### config.mk
export PLATFORM = sky130hd
export DESIGN_NAME = serial_to_parallel
export DESIGN_NICKNAME = d
export VERILOG_FILES = /design/src/rtl/serial_pkg.sv /design/src/rtl/serial_to_parallel.sv
export SDC_FILE = /design/constraint.sdc
export NUM_CORES = 1
export LEC_CHECK = 0
export CAP_MARGIN = 15
export CORE_UTILIZATION = 40
export DETAILED_ROUTE_END_ITERATION = 8
export PLACE_DENSITY = 0.75
export REMOVE_ABC_BUFFERS = 1
export SLEW_MARGIN = 20
export SYNTH_ARGS = -nofsm -noshare
export SYNTH_HDL_FRONTEND = slang
export SYNTH_SLANG_ARGS = --single-unit
### constraint.sdc
create_clock -name clk -period 1.9 [get_ports clk]
set_input_delay 0.38 -clock clk [delete_from_list [all_inputs] [get_ports clk]]
set_output_delay 0.38 -clock clk [all_outputs]
set_load 0.1 [all_outputs]
### src/rtl/serial_pkg.sv
// Shared types and helpers for the serial converters.
// S2P_PARITY_EN adds the PARITY state to the state enumeration.
package serial_pkg;

`ifdef S2P_PARITY_EN
    typedef enum logic [1:0] {
        ST_IDLE   = 2'd0,
        ST_SHIFT  = 2'd1,
        ST_PARITY = 2'd2
    } s2p_state_t;
`else
    typedef enum logic [1:0] {
        ST_IDLE   = 2'd0,
        ST_SHIFT  = 2'd1
    } s2p_state_t;
`endif

    // Bits needed to count 0..n inclusive.
    function automatic int cnt_width(input int n);
        return $clog2(n + 1);
    endfunction

endpackage

### src/rtl/serial_to_parallel.sv
// Serial-to-parallel word assembler with frame abort detection.
// Optional macro S2P_PARITY_EN appends one even-parity bit per frame and adds parity_err_o.
module serial_to_parallel
    import serial_pkg::*;
#(
    parameter int DATA_SIZE = 8,
    parameter bit MSB_FIRST = 1'b1
) (
    input  logic                 clk,
    input  logic                 rst,
    input  logic                 serial_i,
    input  logic                 enable_i,
    output logic [DATA_SIZE-1:0] parallel_o,
    output logic                 valid_o,
    output logic                 busy_o,
    output logic                 frame_err_o,
`ifdef S2P_PARITY_EN
    output logic                 parity_err_o,
`endif
    output logic [1:0]           state_o
);

    localparam int CNT_W = cnt_width(DATA_SIZE);
    localparam logic [CNT_W-1:0] LAST_CNT = CNT_W'(DATA_SIZE - 1);

    // Handshake: enable_i is a level qualifier held for the whole frame;
    // valid_o and frame_err_o are single-cycle pulses, never both at once.
    s2p_state_t           r_state;
    logic [CNT_W-1:0]     r_count;
    logic [DATA_SIZE-1:0] r_shift;
    logic [DATA_SIZE-1:0] r_parallel;
    logic                 r_valid;
    logic                 r_busy;
    logic                 r_frame_err;
`ifdef S2P_PARITY_EN
    logic                 r_parity_err;
`endif

    logic [DATA_SIZE-1:0] w_first;
    logic [DATA_SIZE-1:0] w_next;

    // w_first builds a word from bit 0 alone, so IDLE never depends on stale shift contents.
    always_comb begin
        w_first = '0;
        w_next  = '0;
        if (MSB_FIRST) begin
            w_first = {{(DATA_SIZE-1){1'b0}}, serial_i};
            w_next  = {r_shift[DATA_SIZE-2:0], serial_i};
        end else begin
            w_first = {serial_i, {(DATA_SIZE-1){1'b0}}};
            w_next  = {serial_i, r_shift[DATA_SIZE-1:1]};
        end
    end

    always_ff @(posedge clk) begin
        if (rst) begin
            r_state     <= ST_IDLE;
            r_count     <= '0;
            r_shift     <= '0;
            r_parallel  <= '0;
            r_valid     <= 1'b0;
            r_busy      <= 1'b0;
            r_frame_err <= 1'b0;
`ifdef S2P_PARITY_EN
            r_parity_err <= 1'b0;
`endif
        end else begin
            r_valid     <= 1'b0;
            r_frame_err <= 1'b0;
            case (r_state)
                ST_IDLE: begin
                    if (enable_i) begin
                        r_shift <= w_first;
                        r_count <= CNT_W'(1);
                        r_state <= ST_SHIFT;
                        r_busy  <= 1'b1;
                    end
                end
                ST_SHIFT: begin
                    if (!enable_i) begin
                        r_shift     <= '0;
                        r_count     <= '0;
                        r_state     <= ST_IDLE;
                        r_busy      <= 1'b0;
                        r_frame_err <= 1'b1;
                    end else if (r_count == LAST_CNT) begin
`ifdef S2P_PARITY_EN
                        r_shift <= w_next;
                        r_count <= '0;
                        r_state <= ST_PARITY;
`else
                        r_parallel <= w_next;
                        r_valid    <= 1'b1;
                        r_shift    <= '0;
                        r_count    <= '0;
                        r_state    <= ST_IDLE;
                        r_busy     <= 1'b0;
`endif
                    end else begin
                        r_shift <= w_next;
                        r_count <= r_count + CNT_W'(1);
                    end
                end
`ifdef S2P_PARITY_EN
                ST_PARITY: begin
                    r_shift <= '0;
                    r_count <= '0;
                    r_state <= ST_IDLE;
                    r_busy  <= 1'b0;
                    if (!enable_i) begin
                        r_frame_err <= 1'b1;
                    end else begin
                        r_parallel   <= r_shift;
                        r_valid      <= 1'b1;
                        r_parity_err <= (^r_shift) ^ serial_i;
                    end
                end
`endif
                default: begin
                    r_state <= ST_IDLE;
                    r_count <= '0;
                    r_shift <= '0;
                    r_busy  <= 1'b0;
                end
            endcase
        end
    end

    assign parallel_o  = r_parallel;
    assign valid_o     = r_valid;
    assign busy_o      = r_busy;
    assign frame_err_o = r_frame_err;
    assign state_o     = r_state;
`ifdef S2P_PARITY_EN
    assign parity_err_o = r_parity_err;
`endif

endmodule

After elaboration in Yosys (flattened, before gate mapping)
Index checks and enable logic that the tools add are counted.
{ "word_totals": {"register_bits": 24, "latch_bits": 0, "mem_bits_rw": 0, "mem_bits_ro": 0, "inputBits": 4, "output_inout_bits": 13, "elab_cells": 37, "memories": 0} }
{ "classes": {"n_addsub": 1, "n_mul": 0, "div": 0, "order_cmp": 0, "eq_ne": 4, "shift": 0, "mux": 18, "n_bitwise": 2, "n_reduce_logical": 5} }
{ "op_table": {"columns": ["operator", "count"], "rows": [
  ["$mux W7", 3],
  ["$pmux W7 S2", 1],
  ["$mux W4", 3],
  ["$pmux W4 S2", 1],
  ["$mux W2", 3],
  ["$mux W1", 5],
  ["$add A4 B1 Y4 const B", 1],
  ["$eq A4 B3 Y1 const B", 1],
  ["$pmux W2 S2", 1],
  ["$ne A3 B3 Y1 const B", 1],
  ["$reduce_and A3 Y1", 1],
  ["$reduce_or A3 Y1", 1],
  ["$eq A2 B1 Y1 const B", 1],
  ["$logic_not A2 Y1", 1],
  ["$ne A2 B2 Y1 const B", 1],
  ["$not A1 Y1", 2],
  ["$pmux W1 S2", 1],
  ["$reduce_and A2 Y1", 1],
  ["$reduce_or A2 Y1", 1]
]} }

Depth between registers and ports, before layout
Gate-level depths: netlist of run 1.
{ "depth": {"depth_word": 4, "mapped_depth": 6, "ltp_nobuf": 4} }

Worst setup path before layout of run 1
No wires, ideal clock.
{ "synth_timing": {"path_type": "register -> register", "startpoint": "register busy_o (netlist name)", "endpoint": "register r_count[3]", "setup_ns": 0.074, "t_arrival_ns": 1.870, "required_ns": 1.826, "path_slack_ns": -0.045, "stages_incl_launch_ff": 4, "n_path_buf": 0, "synth_period_minus_slack_ns": 1.945, "path_cell_list": "dfxtp_1 nand2_2 or4_1 a31oi_1"} }
{ "synth_lines": {"columns": ["element", "line_no", "source"], "rows": [
  ["end signal, assigned", "serial_to_parallel.sv:101", "r_count <= r_count + CNT_W'(1);"],
  ["end, declared", "serial_to_parallel.sv:29", "logic [CNT_W-1:0] r_count;"]
]} }

Final worst setup path of run 1
{ "layout_timing": {"startpoint": "register r_count[0]", "endpoint": "register r_shift[5]"} }
{ "layout_via": {"elab_chain_cells": 4} }
{ "layout_rtl": {"columns": ["element", "line_no", "source"], "rows": [
  ["$eq A4 B3 Y1", "serial_to_parallel.sv:86", "end else if (r_count == LAST_CNT) begin"],
  ["$mux W7", "serial_to_parallel.sv:86", null],
  ["$mux W7", "serial_to_parallel.sv:80", "if (!enable_i) begin"],
  ["$pmux W7 S2", "serial_to_parallel.sv:70", "case (r_state)"],
  ["end signal, assigned", "serial_to_parallel.sv:73", "r_shift <= w_first;"],
  ["end signal, assigned", "serial_to_parallel.sv:100", "r_shift <= w_next;"],
  ["end, declared", "serial_to_parallel.sv:30", "logic [DATA_SIZE-1:0] r_shift;"]
]} }
No other way between the ends.
A chain may end at the register's enable or synchronous reset.

==> impl_metrics.json, run 1 <==
{
  "drt-total-wl_um": 1740,
  "setup_tns_ps": 0,
  "max_freq_mhz": 633.1,
  "drt_iter0_drc": 5,
  "core_um2": 1982,
  "cts_tree": "built",
  "cp_max_fo": 15,
  "r2r_start": "r_count[0]",
  "slowest_stage": "dfxtp_1",
  "h-tree-depth": 1,
  "insertion_delay_ps": 310,
  "ir_drop_uv": 477.7,
  "slew-limit-headroom_pct": 64.12,
  "r2r_slack_ps": 320,
  "grt_pass1_vias": 603,
  "yosys-top-cells-count": "22 x dfxtp_1, 11 x nor2_1, 10 x nand3_1",
  "ys_warn_count": 0,
  "whs_path_depth": 2,
  "drt-met1-wl_um": 879,
  "synth-edff-count": 0,
  "yosysUniqueCellTypes": 26,
  "syn_avg_cell_area_um2": 8.995,
  "stdcell_count": 139,
  "dr_wl_met2_um": 805,
  "reg2reg_depth": 4,
  "yosys_register_bits": 22,
  "skew_ps": 10.77,
  "synthTopCellsByArea": "dfxtp_1 52%, a32oi_1 6.1%, nand3_1 5.9%, a21oi_1 5.3%, nor2_1 4.8%",
  "cp-start-kind": "flop",
  "endpoint": "r_shift[5]",
  "area_delta_synth_final_pct": 27.96,
  "layout-drive-gt1-share_pct": 21.43,
  "synth_most_common_cell": "dfxtp_1",
  "cp.buffers_inverters": 0,
  "grt_usage_pct": 17.00,
  "cts_setup_buffers": 0,
  "finalMaxSlewViolations": 0,
  "num_antenna_cells": 0,
  "drc": 0,
  "cp.arrival_ps": 1770,
  "power.leakage_nw": 0.4221,
  "top_layer": "met4",
  "netlist_area_um2": 854.6,
  "rr_endpoint": "r_shift[5]",
  "synth_ff_type": "dfxtp_1",
  "async_reset_ff_share_pct": 0,
  "num_io_pins": 17,
  "die_y_um": 48.22,
  "end_kind": "flop",
  "die-area_um2": 2325,
  "setup_viol": 0,
  "die_x_um": 48.22,
  "utilization_pct": 55.18,
  "port_buffers": 15,
  "num_vias": 717,
  "clock_sinks": 22,
  "wl_per_cell_um": 12.52,
  "crit_start": "r_count[0]",
  "initial_core_util_pct": 43.12,
  "grt_first_pass_wirelength_um": 2691,
  "hp-class": "reg -> reg",
  "path_clk_slew_ps": 130,
  "synth_top_cell_by_area": "dfxtp_1",
  "cp.depth": 4,
  "place_inst": 135,
  "crit_required_ps": 2090,
  "hold_viol_final": 0,
  "nets": 118,
  "rsz0062_at_grt": "no",
  "outcome": "completed",
  "yosysSeqAreaShare_pct": 51.54,
  "overflow": 0,
  "cts_buffers": 3,
  "synth_top_area_share_pct": 51.54,
  "antenna_found_initial": 0,
  "cellPowerDensity_nw_per_um2": 838.6,
  "cts_buffer_depth": 2,
  "wl_met3_um": 39,
  "period_share_pct": 83.13,
  "hpwlAfterDp_um": 1154,
  "worstMarginPinSlew_ps": 536.5,
  "grt_max_degree": 18,
  "place.gp.congestion": 0.7454,
  "netlist_instances": 95,
  "worstPathCellList": "ha_1, nand3b_1, a32oi_1, nor2_1",
  "cts_root_buf": "clkbuf_4",
  "cp_slowest_stage_delay_ps": 420,
  "critical_path.top_delay_family": "simple AND/OR/NAND/NOR gates",
  "maxCapViolCount": 0,
  "drtPass1Iterations": 3,
  "fin_crit_ps": 1579,
  "num_rows": 16,
  "final_antenna_net_count": 0,
  "crit_type": "reg -> reg",
  "via_per_inst": 5.158,
  "holdBufCountCts": 0,
  "cts_resized": 0
}
report_power, final:
group          switching, mW  total [mW]  internal [mW]
logic                 0.0552      0.0858         0.0306
registers            0.00816       0.475          0.467
clock network          0.143       0.356          0.213
total                  0.206       0.917          0.711
worst reg2reg max path, stage by stage, from the launching register on:
cell      delay (ps)
dfxtp_1          420
ha_1             230
nand3b_1         400
a32oi_1          350
nor2_1            60
layer usage:
layer | global-route usage [%] | vias up
met5 | 0 | -
met4 | 6.667 | 0
met3 | 3.333 | 2
met2 | 24.27 | 9
met1 | 24.94 | 332
li1 | - | 374
worst min path at each step:
stage	start	to	slack (ps)
final	r_shift[5]	parallel_o[6]	480
after global routing	parallel_o[5]	parallel_o[5]	510
after CTS	parallel_o[5]	parallel_o[5]	480
after detailed placement	parallel_o[5]	parallel_o[5]	460
after global placement	parallel_o[0]	parallel_o[0]	460
after floorplan	r_shift[6]	parallel_o[7]	440
placed cells by master, fill, tap and decap left out, types with 2 or more instances in the layout:
cell	count
a32oi_1	6
nor3_1	2
nand2_1	2
a22oi_1	2
nor2_1	11
o21ai_0	8
clkbuf_4	3
clkdlybuf4s50_1	3
buf_12	2
dfxtp_1	22
a21oi_1	9
nand3_1	10
buf_4	17
stage by stage:
stage	power [mW]	worst slack, ps	area, µm²	hold WS, ps
2_1_floorplan	0.5296	-746.8	809.5	437.1
3_3_place_gp	0.5697	263.1	1041	460.0
3_5_place_dp	0.5706	225.7	1041	464.0
4_1_cts	0.9200	335.4	1094	481.9
5_1_grt	0.9500	211.8	1094	508.5
6_report	0.9171	320.5	1094	481.4
final cells by class:
type	count	area, µm²
sequential	22	440.4
timing repair buffer	22	197.7
tap	27	33.78
clock buffer	3	22.52
fill	189	888.4
clock inverter	1	30.03
multi-input combinational	64	369.1
cells by family (layout without fill, tap and decap cells):
logic type      Yosys count  in the layout  synth area share (%)
xor+xnor                  1              1                 1.025
fa+ha+maj                 1              1                 1.464
mux                       1              1                 1.171
buf+inv                   9             26                 5.269
flops                    22             22                 51.54
other cells               1              1                0.4388
simple gates             32             32                 18.60
compound gates           28             28                 20.50
registers in the layout (all words and copies together), names as in the netlist:
name         flops
parallel_o       8
busy_o           1
r_count          4
frame_err_o      1
valid_o          1
r_shift          7
No activity file was read; power rests on OpenSTA's default activity.
==> inputs of run 2 (changes only) <==
Clock period 1.9 ns to 1.5 ns, I/O delays scaled along.
==> run 2 against run 1 <==
Net effect: sequential power rose by 26%; via count rose by 3.8%; maximum frequency rose by 9.8%; clock skew fell by 7.2 ps; sequential share of layout area fell by 4.2 points; combinational power rose by 41%; sequential cell count did not move; critical path depth did not move; wire length rose by 0.92%; clock-buffer cell count did not move; cell count did not move; critical path type unchanged.
==> impl_metrics.json, run 2 (synthesis results as in run 1) <==
{
  "finalMaxSlewViolations": 0,
  "grt_max_degree": 23,
  "place_inst": 136,
  "r2r_start": "r_count[0]",
  "p_clk_share_pct": 26.3,
  "num_io_pins": 17,
  "ir_drop_uv": 542.9,
  "holdBufCountCts": 0,
  "cp-start-kind": "flop",
  "wl_per_cell_um": 12.63,
  "hpwlAfterDp_um": 1212,
  "layout-drive-gt1-share_pct": 24.11,
  "final_common_cell": "dfxtp_1",
  "fillers": 157,
  "cp_slowest_stage_delay_ps": 510,
  "holdWs_ps": 480.7,
  "worstPathCellList": "ha_2, and3b_1, or4_1, a31oi_1",
  "port_buffers": 15,
  "die_x_um": 48.22,
  "initial_core_util_pct": 43.12,
  "antenna_found_initial": 0,
  "num_vias": 744,
  "crit_start": "r_count[0]",
  "place.gp.congestion": 0.7933,
  "area_delta_synth_final_pct": 43.49,
  "cp.arrival_ps": 1680,
  "critical_path.top_delay_family": "simple AND/OR/NAND/NOR gates",
  "skew_ps": 3.545,
  "max_freq_mhz": 695.4,
  "hold_viol_final": 0,
  "largest_register_ffs": 8,
  "slowest_stage": "or4_1",
  "grt_usage_pct": 17.10,
  "cp_max_fo": 4,
  "p_comb_share_pct": 12.4,
  "fin_crit_ps": 1438,
  "min_from": "r_shift[6]",
  "dpl_cell_area_um2": 1199,
  "num_antenna_cells": 0,
  "p_switching_uw": 246.1,
  "hp-class": "reg -> reg",
  "mostFrequentLayoutCells": "20 x dfxtp_1, 14 x buf_12, 11 x nor2_1, 10 x nand3_1, 9 x a21oi_1",
  "drtPass1Iterations": 4,
  "setup_viol": 0,
  "grt_pass1_vias": 625,
  "final_antenna_net_count": 0,
  "cellPowerDensity_nw_per_um2": 798.6,
  "period_share_pct": 95.86,
  "seqPwrFrac_pct": 61.3,
  "p_sw_share_pct": 25.14,
  "crit_type": "reg -> reg",
  "cts_buffer_depth": 2,
  "cts_resized": 0,
  "num_rows": 16,
  "h-tree-depth": 1,
  "design_area_um2": 1226,
  "cts_root_buf": "clkbuf_4",
  "maxCapViolCount": 0,
  "clock_sinks": 22,
  "setup_tns_ps": 0,
  "outcome": "completed",
  "end_kind": "flop",
  "r2r_slack_ps": 60,
  "insertion_delay_ps": 300,
  "p_int_uw": 733.1,
  "cts_setup_buffers": 0,
  "path_clk_slew_ps": 110,
  "crit_required_ps": 1740,
  "cts_buffers": 3,
  "die_y_um": 48.22,
  "cts_tree": "built",
  "die-area_um2": 2325,
  "rsz0062_at_grt": "no",
  "nets": 119,
  "drc": 0,
  "power.leakage_nw": 0.4451,
  "drt-total-wl_um": 1756,
  "cp.buffers_inverters": 0,
  "overflow": 0,
  "grt_first_pass_wirelength_um": 2725,
  "core_um2": 1982,
  "drt_iter0_drc": 24,
  "via_per_inst": 5.353,
  "stdcell_count": 139
}
## run 2: final timing paths
kind	end	depth (start not counted)
max	r_count[3]	4
min	parallel_o[7]	2
max reg2reg	r_count[3]	4
min reg2reg	parallel_o[7]	2
## run 2: routing by layer
metal	wire (µm)	track usage, %	up-vias
li1	-	-	378
met1	768	22.55	336
met2	867	26.67	26
met3	92	3.333	4
met4	27	8.333	0
met5	0	0	-
## run 2: cell type report
class,count,area (µm²),share of cell area (%)
Timing Repair Buffer,23,355.3,28.98
Sequential cell,22,442.9,36.12
Multi-Input combinational cell,64,371.6,30.31
Tap cell,27,33.78,2.755
Clock buffer,3,22.52,1.837
## run 2: power by group through the flow
stage	clock, mW	sequential (mW)	combinational [mW]
finish	0.258	0.600	0.121
global route	0.303	0.602	0.127
CTS	0.275	0.599	0.121
detailed placement	0	0.612	0.121
global placement	0	0.612	0.118
floorplan	0	0.637	0.0342
## run 2: worst min-delay path, delay by kind of cell (launching register included)
family | cells | cell delay, ps
and+or+nand+nor | 1 | 60
AOI/OAI and AO/OA | 1 | 50
DFF | 1 | 330
## run 2: metrics by stage
step	utilization, %	setup WS, ps	total power [mW]
floorplan	-	-1147	0.6708
global placement	60.48	-49.78	0.7304
detailed placement	60.48	-116.9	0.7329
CTS	61.62	17.59	0.9956
global route	61.87	21.07	1.032
finish	61.87	62.03	0.9792
==> inputs of run 3 (changes only) <==
Settings changed: GPL_TIMING_DRIVEN set to 0.
==> run 3 against run 2 <==
Net effect: maximum frequency decreased by 0.81%; worst setup slack lost 12 ps; clock skew grew 12 ps; utilization down 9.3 points; non-clock buffer count decreased by 5; largest power group unchanged.
==> impl_metrics.json, run 3 (synthesis results as in run 1) <==
{
  "outcome": "completed",
  "setup_viol": 0,
  "ir_drop_uv": 614.6,
  "cp.buffers_inverters": 1,
  "critical_path.top_delay_family": "buffers and inverters",
  "end_kind": "output port",
  "hpwlAfterDp_um": 1027,
  "slowest_stage": "clkdlybuf4s18_2",
  "drt_iter0_drc": 20,
  "path_clk_slew_ps": 130,
  "maxCapViolCount": 0,
  "cellPowerDensity_nw_per_um2": 1099,
  "stdcell_count": 135,
  "worstPathCellList": "clkdlybuf4s18_2",
  "grt.busiest_layer": "met2",
  "num_io_pins": 17,
  "power.leakage_nw": 0.3980,
  "cts_tree": "built",
  "crit_required_ps": 1200,
  "num_vias": 747,
  "cts_buffers": 3,
  "grt_util_met1_pct": 21.18,
  "cp_max_fo": 1,
  "grt_max_degree": 23,
  "drtPass1Iterations": 6,
  "hold_viol_final": 0,
  "insertion_delay_ps": 310,
  "grt_util_met3_pct": 3.333,
  "mostFrequentLayoutCells": "19 x dfxtp_1, 11 x nor2_1, 10 x nand3_1, 9 x a21oi_1, 9 x buf_2",
  "grt_first_pass_wirelength_um": 2456,
  "multiInputGateArea_um2": 387.9,
  "worstMarginPinSlew_ps": 735.6,
  "cts_buffer_depth": 2,
  "final_common_cell": "dfxtp_1",
  "via_per_inst": 5.533,
  "layout-drive-gt1-share_pct": 25.00,
  "drt-total-wl_um": 1776,
  "period_share_pct": 96.65,
  "utilization_pct": 52.59,
  "place.gp.congestion": 0.7122,
  "drc": 0,
  "skew_ps": 15.68,
  "use_met2_pct": 22.67,
  "die_y_um": 48.22,
  "core_um2": 1982,
  "largest_register_ffs": 8,
  "regArea_um2": 446.7,
  "hp-class": "reg -> reg",
  "wl_per_cell_um": 13.16,
  "area_delta_synth_final_pct": 21.96,
  "clock_sinks": 22,
  "antenna_found_initial": 0,
  "grt_usage_pct": 15.26,
  "die-area_um2": 2325,
  "holdBufCountCts": 0,
  "overflow": 0,
  "initial_core_util_pct": 43.12,
  "port_buffers": 15,
  "die_x_um": 48.22,
  "slew-limit-headroom_pct": 50.81,
  "cp-start-kind": "flop",
  "grt_pass1_vias": 558,
  "num_rows": 16,
  "cp_slowest_stage_delay_ps": 530,
  "nets": 114,
  "fillers": 195,
  "p_total_mw": 1.146,
  "cp.arrival_ps": 1150,
  "worst_slack_ps": 50.23,
  "dp_slack_ps": -447.4,
  "num_antenna_cells": 0,
  "h-tree-depth": 1,
  "max_freq_mhz": 689.8,
  "final_antenna_net_count": 0,
  "fin_crit_ps": 1450,
  "place_inst": 128,
  "setup_tns_ps": 0,
  "cts_root_buf": "clkbuf_4",
  "finalMaxSlewViolations": 0,
  "rsz0062_at_grt": "no",
  "crit_type": "reg -> out"
}
[run 3: cell types whose count changed in the layout (fill, tap and decap cells not counted), sizes merged]
cell | before | now
buf | 20 | 14
bufinv | 0 | 1
clkdlybuf4s18 | 0 | 1
clkdlybuf4s50 | 3 | 2
dlygate4sd2 | 0 | 1
[run 3: power by group]
group	total, mW	switching (mW)	internal [mW]
logic	0.0961	0.0706	0.0255
registers	0.599	0.00840	0.591
clock network	0.451	0.180	0.270
total	1.15	0.259	0.887
[run 3: layout make-up]
class	count	share of cell area [%]
Multi-Input combinational cell	64	37.21
Sequential cell	22	42.86
Timing Repair Buffer	18	11.64
Clock inverter	1	2.881
Tap cell	27	3.241
Clock buffer	3	2.161
[run 3: path summary, 6_finish.rpt]
kind | startpoint | to | slack [ps] | depth (start not counted)
worst max register to register | r_count[1] | r_count[3] | 90 | 4
worst min-delay path | r_shift[0] | parallel_o[1] | 480 | 2
worst min register to register | r_shift[0] | parallel_o[1] | 480 | 2
worst max-delay path | frame_err_o | frame_err_o | 50 | 1
[run 3: layer usage]
layer | vias up | wire [µm] | part of all wire, %
li1 | 367 | - | -
met4 | 0 | 36 | 2.0
met5 | - | 0 | 0
met1 | 344 | 749 | 42
met2 | 31 | 865 | 49
met3 | 5 | 124 | 7.0
[run 3: timing repair]
| item | 4_1_cts | 5_1_grt |
|---|---|---|
| cloned | 0 | 0 |
| endpoints found under the setup margin | 26 | 21 |
| pin swaps | 0 | 3 |
| buffers inserted | 2 | 1 |
| resized for setup | 60 | 13 |
[run 3: tightest hold or removal path, stage by stage (launching register included)]
cell	delay, ps
dfxtp_1	340
nand3_1	70
a21oi_1	50
[run 3: through the flow]
| stage | instance area, µm² | hold WS (ps) |
|---|---|---|
| after global placement | 993.5 | 460.6 |
| after floorplan | 809.5 | 369.1 |
| final | 1042 | 477.8 |
| after global routing | 1042 | 496.0 |
| after CTS | 1021 | 476.7 |
| after detailed placement | 993.5 | 465.1 |
